==> src/rtl/ps2_host_tx.sv <==
// PS/2 host-to-device command transmitter: inhibits the bus, issues a request-to-send,
// shifts a byte plus odd parity on device clock edges and checks the device ack.
module ps2_host_tx #(
    parameter int unsigned INHIBIT_CYCLES = 2400,
    parameter int unsigned TIMEOUT_CYCLES = 48000,
    parameter int unsigned FILTER_LEN     = 4
) (
    input  logic       clk,
    input  logic       reset,
    input  logic [7:0] tx_data,
    input  logic       tx_start,
    input  logic       PS2_CLK,
    input  logic       PS2_DAT,
    output logic       ps2_clk_low,
    output logic       ps2_dat_low,
    output logic       busy,
    output logic       done,
    output logic       error
);

    localparam int unsigned IW = $clog2(INHIBIT_CYCLES + 1);
    localparam int unsigned TW = $clog2(TIMEOUT_CYCLES + 1);
    localparam int unsigned FW = $clog2(FILTER_LEN + 1);

    typedef enum logic [2:0] {
        IDLE,
        INHIBIT,
        REQ,
        DATA,
        ACK,
        WAIT_IDLE
    } state_t;

    logic          clk_s1, clk_s2, dat_s1, dat_s2;
    logic          clk_f, clk_f_d;
    logic [FW-1:0] flt_cnt;
    logic          fall;

    state_t        state_q, state_n;
    logic [7:0]    data_q, data_n;
    logic          par_q, par_n;
    logic [3:0]    edge_q, edge_n;
    logic [IW-1:0] inh_q, inh_n;
    logic [TW-1:0] tout_q, tout_n;
    logic          ack_err_q, ack_err_n;
    logic          clk_low_n, dat_low_n, busy_n, done_n, error_n;

    // Pin synchronizers and clock deglitch filter; idle bus level is 1.
    always_ff @(posedge clk) begin
        if (reset) begin
            clk_s1  <= 1'b1;
            clk_s2  <= 1'b1;
            dat_s1  <= 1'b1;
            dat_s2  <= 1'b1;
            clk_f   <= 1'b1;
            clk_f_d <= 1'b1;
            flt_cnt <= '0;
        end else begin
            clk_s1  <= PS2_CLK;
            clk_s2  <= clk_s1;
            dat_s1  <= PS2_DAT;
            dat_s2  <= dat_s1;
            clk_f_d <= clk_f;
            if (clk_s2 != clk_f) begin
                if (flt_cnt == FW'(FILTER_LEN - 1)) begin
                    clk_f   <= clk_s2;
                    flt_cnt <= '0;
                end else begin
                    flt_cnt <= flt_cnt + FW'(1);
                end
            end else begin
                flt_cnt <= '0;
            end
        end
    end

    assign fall = clk_f_d & ~clk_f;

    // State, datapath and registered outputs.
    always_ff @(posedge clk) begin
        if (reset) begin
            state_q     <= IDLE;
            data_q      <= '0;
            par_q       <= 1'b0;
            edge_q      <= '0;
            inh_q       <= '0;
            tout_q      <= '0;
            ack_err_q   <= 1'b0;
            ps2_clk_low <= 1'b0;
            ps2_dat_low <= 1'b0;
            busy        <= 1'b0;
            done        <= 1'b0;
            error       <= 1'b0;
        end else begin
            state_q     <= state_n;
            data_q      <= data_n;
            par_q       <= par_n;
            edge_q      <= edge_n;
            inh_q       <= inh_n;
            tout_q      <= tout_n;
            ack_err_q   <= ack_err_n;
            ps2_clk_low <= clk_low_n;
            ps2_dat_low <= dat_low_n;
            busy        <= busy_n;
            done        <= done_n;
            error       <= error_n;
        end
    end

    // Next-state logic; line outputs are computed one cycle ahead of the state they belong to.
    always_comb begin
        state_n   = state_q;
        data_n    = data_q;
        par_n     = par_q;
        edge_n    = edge_q;
        inh_n     = inh_q;
        tout_n    = tout_q;
        ack_err_n = ack_err_q;
        clk_low_n = ps2_clk_low;
        dat_low_n = ps2_dat_low;
        busy_n    = busy;
        done_n    = 1'b0;
        error_n   = 1'b0;

        case (state_q)
            IDLE: begin
                clk_low_n = 1'b0;
                dat_low_n = 1'b0;
                busy_n    = 1'b0;
                if (tx_start) begin
                    data_n    = tx_data;
                    par_n     = ~^tx_data;
                    busy_n    = 1'b1;
                    inh_n     = '0;
                    edge_n    = '0;
                    clk_low_n = 1'b1;
                    state_n   = INHIBIT;
                end
            end
            INHIBIT: begin
                if (inh_q == IW'(INHIBIT_CYCLES - 1)) begin
                    clk_low_n = 1'b0;
                    dat_low_n = 1'b1;
                    tout_n    = '0;
                    state_n   = REQ;
                end else begin
                    inh_n     = inh_q + IW'(1);
                    clk_low_n = 1'b1;
                    dat_low_n = (inh_q == IW'(INHIBIT_CYCLES - 2));
                end
            end
            REQ, DATA, ACK, WAIT_IDLE: begin
                tout_n = fall ? '0 : tout_q + TW'(1);
                if (tout_q == TW'(TIMEOUT_CYCLES - 1)) begin
                    clk_low_n = 1'b0;
                    dat_low_n = 1'b0;
                    done_n    = 1'b1;
                    error_n   = 1'b1;
                    busy_n    = 1'b0;
                    state_n   = IDLE;
                end else begin
                    case (state_q)
                        REQ: begin
                            if (fall) begin
                                dat_low_n = ~data_q[0];
                                edge_n    = 4'd1;
                                state_n   = DATA;
                            end
                        end
                        DATA: begin
                            if (fall) begin
                                edge_n = edge_q + 4'd1;
                                if (edge_q == 4'd8) begin
                                    dat_low_n = ~par_q;
                                end else if (edge_q == 4'd9) begin
                                    dat_low_n = 1'b0;
                                    state_n   = ACK;
                                end else begin
                                    dat_low_n = ~data_q[edge_q[2:0]];
                                end
                            end
                        end
                        ACK: begin
                            if (fall) begin
                                ack_err_n = dat_s2;
                                edge_n    = edge_q + 4'd1;
                                state_n   = WAIT_IDLE;
                            end
                        end
                        WAIT_IDLE: begin
                            if (clk_f && dat_s2) begin
                                done_n  = 1'b1;
                                error_n = ack_err_q;
                                busy_n  = 1'b0;
                                state_n = IDLE;
                            end
                        end
                        default: ;
                    endcase
                end
            end
            default: state_n = IDLE;
        endcase
    end

endmodule

==> config.mk <==
export PLATFORM = sky130hd
export DESIGN_NAME = ps2_host_tx
export DESIGN_NICKNAME = d
export VERILOG_FILES = /design/src/rtl/ps2_host_tx.sv
export SDC_FILE = /design/constraint.sdc
export NUM_CORES = 1
export LEC_CHECK = 0
export ABC_CLOCK_PERIOD_IN_PS = 2290
export BUFFER_PORTS_ARGS = -buffer_cell sky130_fd_sc_hd__buf_2
export CAP_MARGIN = 25
export CORE_MARGIN = 2
export CORE_UTILIZATION = 60
export DETAILED_ROUTE_END_ITERATION = 6
export PLACE_DENSITY = 0.79
export SYNTH_ARGS = -nofsm -noshare
export SYNTH_HDL_FRONTEND = slang
export SYNTH_SLANG_ARGS = --single-unit
==> constraint.sdc <==
create_clock -name clk -period 2.29 [get_ports clk]
set_input_delay 0.458 -clock clk [delete_from_list [all_inputs] [get_ports clk]]
set_output_delay 0.458 -clock clk [all_outputs]
set_load 0.03 [all_outputs]
==> impl_metrics.csv <==
group,metric,value,unit
outcome,status,"finished clean",
sta,rsz0062_at_grt,"false",
logic_synthesis,netlist-cell-type-count,55,
logic_synthesis,synth_edf_count,0,
logic_synthesis,async_flop_share,0,%
clock_network,cts_buffer_depth,2,
logic_synthesis,avgSynthCellArea,8.58,µm²
clock_network,path_clk_slew,0.06,ns
route,detail_route.first_pass.iterations,4,
route,drc_errors,0,
cells_and_area,syn_to_final_growth,11.9,%
logic_synthesis,synth.net_count,377,
power_and_ir_drop,pwr-share-seq,47.7,%
power_and_ir_drop,irDropWorstVdd,0.000499,V
global_route,grt_pass1_wl,10.6,mm
clock_network,htreeDepth,3,
place,dp_hpwl,4.54,mm
sta,tightest_slew,0.610,ns
route,vias,2610,
sta,min_period,2.05,ns
sta,max_freq,489,MHz
critical_path,critical_path_arrival,2.32,ns
power_and_ir_drop,netSwitchingFraction,23.1,%
global_route,grt-ovfl-total,0,
clock_network,cts_tree,"yes",
power_and_ir_drop,leakage,1.20,nW
floorplanning,die_h,75.3,µm
critical_path,required,2.56,ns
critical_path,worstSetupStartpointType,"flip-flop",
clock_network,cts_buffers,9,
sta,hold_ws,0.299,ns
power_and_ir_drop,clkPwrFrac,43.2,%
cells_and_area,layout-drive-gt1-share,15.3,%
critical_path,crit_fanout,11,
global_route,antenna_found_initial,0,
global_route,grt_max_degree,30,
sta,setup_viol,0,
floorplanning,die_area,5680,µm²
global_route,first_global_vias,2324,
global_route,grt_use_total,24.7,%
logic_synthesis,synth_top_area_share,38.7,%
logic_synthesis,synth_area_leaders,"dfxtp_1, xnor2_1, nand2_1",
power_and_ir_drop,powerDensity,658,nW/µm²
logic_synthesis,ys_seq_elements,59,
logic_synthesis,ys_warn_count,0,
clock_network,cts_resized,0,
sta,skew,0.00713,ns
floorplanning,coreArea,4820,µm²
floorplanning,chipWidth,75.3,µm
sta,slew_violations,0,
sta,fin_setup_tns,0,ns
power_and_ir_drop,switchingPower,0.000519,W
run,maxCapViolations,0,
floorplanning,io_pins,18,
sta,finalHoldViolations,0,
worst_hold_path,hold_path_class,"primary input to flip-flop",
route,drtIter0Drc,140,
clock_network,cts.sinks,59,
route,avgViaCountPerCell,5.84,
critical_path,path_class,"flip-flop to flip-flop",
logic_synthesis,yosysSeqAreaShare,38.7,%
logic_synthesis,synthesis.area,3050,µm²
critical_path,end_kind,"flip-flop",
sta,relSlewSlack,59.3,%
logic_synthesis,synth_ff_type,"dfxtp_1",
route,wl,6.42,mm
route,wl_per_cell,14.4,µm
clock_network,root_buffer,"clkbuf_8",
floorplanning,start_util,63.4,%
place,io_buffers,17,
power_and_ir_drop,power_frac_comb,9.2,%
logic_synthesis,synth_cells,356,
clock_network,clkLatencyLatePin,0.34,ns
sta,fin_crit_sh,89.4,%
cells_and_area,finalNetCount,396,
clock_network,postCtsSetupBuffers,0,
logic_synthesis,synth_area_leader_cell,"dfxtp_1",
floorplanning,fp-row-count,25,
clock_network,postCtsHoldBufs,0,
cells_and_area,diodes,0,
place,globalplace.congestion,0.892,
route,ant_nets,0,
power_and_ir_drop,internal_power,0.00173,W
## synthesized netlist by cell type, types with 4 or more instances
cell      instances
clkbuf_1         11
dfxtp_1          59
and4_1            4
nand2_1          42
xor2_1            7
or3_1             5
a21oi_1          26
inv_1             8
xnor2_1          21
nand2b_1          4
nor2_1           37
o21a_1            4
ha_1              8
and3_1            5
buf_2             7
nand4_1           9
o211ai_1          4
nand3_1           7
nor4_1            7
o21ai_0          12
a211oi_1          4
nor3_1            5
nor2b_1           6
or2_2             7
## logic make-up after synthesis
kind of cell / share of synthesized area [%]
AOI/OAI and AO/OA: 15.7
xor gates and xnor gates: 8.03
adders and majority gates: 3.61
buffers and inverters: 3.85
DFF: 38.7
muxes: 2.83
and+or+nand+nor: 27.3
## area by class of cell
cell class | instances | area (µm²)
Multi-Input combinational cell | 270 | 1760
Fill cell | 398 | 1400
Sequential cell | 59 | 1180
Clock buffer | 15 | 176
Timing Repair Buffer | 27 | 160
Tap cell | 67 | 83.8
Clock inverter | 1 | 30.0
Inverter | 8 | 30.0
## path summary, 6_finish.rpt
| path | from | end | slack [ns] | cells past startpoint |
|---|---|---|---|---|
| worst min-delay path | PS2_DAT | dat_s1 | 0.30 | 2 |
| worst min register to register | dat_s1 | dat_s2 | 0.41 | 1 |
| worst max register to register | tout_q[0] | edge_q[3] | 0.24 | 6 |
| worst max-delay path | tout_q[0] | edge_q[3] | 0.24 | 6 |
## stage by stage
step,util (%),setup slack [ns],power (W),instance area [µm²],std cells
4_1_cts,70.9,0.252,0.00227,3420,447
5_1_grt,70.9,0.0979,0.00233,3420,447
3_3_place_gp,66.6,0.318,0.00129,3210,431
6_report,70.9,0.243,0.00225,3420,447
3_5_place_dp,66.6,0.266,0.00130,3210,431
2_1_floorplan,-,0.328,0.00124,3050,356
## sequential cells by signal, summed over array words and instances (netlist names), 3 cells and up
register	flops
data_q	8
edge_q	4
flt_cnt	3
inh_q	12
state_q	3
tout_q	16
## power groups by stage
stage	Clock (W)	Sequential [W]	Combinational, W
after CTS	0.000992	0.00107	0.000205
after detailed placement	0	0.00109	0.000204
after global routing	0.00103	0.00107	0.000226
after global placement	0	0.00109	0.000199
after floorplan	0	0.00110	0.000143
final	0.000971	0.00107	0.000206
## routing by layer
layer | wire, µm | vias to the layer above | GRT usage (%) | part of all wire [%]
li1 | - | 1306 | - | -
met1 | 3040 | 1215 | 32.9 | 47
met2 | 2950 | 77 | 37.9 | 46
met3 | 318 | 12 | 7.41 | 5.0
met4 | 106 | 0 | 9.55 | 1.7
met5 | 0 | - | 0 | 0
## placed cells by master (no fill, tap or decap), types with 5 or more instances in the layout
cell type	instances
dfxtp_1	59
nand2_1	42
nor2_1	37
a21oi_1	26
xnor2_1	21
buf_2	17
o21ai_0	12
clkbuf_8	12
buf_4	10
nand4_1	9
inv_1	8
ha_1	8
xor2_1	7
or2_2	7
nand3_1	7
nor4_1	7
nor2b_1	6
and3_1	5
or3_1	5
nor3_1	5
## critical path, cell delays in order, from the launching register on
cell and delay, ns:
dfxtp_1 0.34, ha_1 0.22, and4bb_2 0.24, and4_4 0.22, o31a_1 0.32, or4_1 0.51, a21oi_1 0.14
Note: power is estimated with default switching activity, not from simulation.
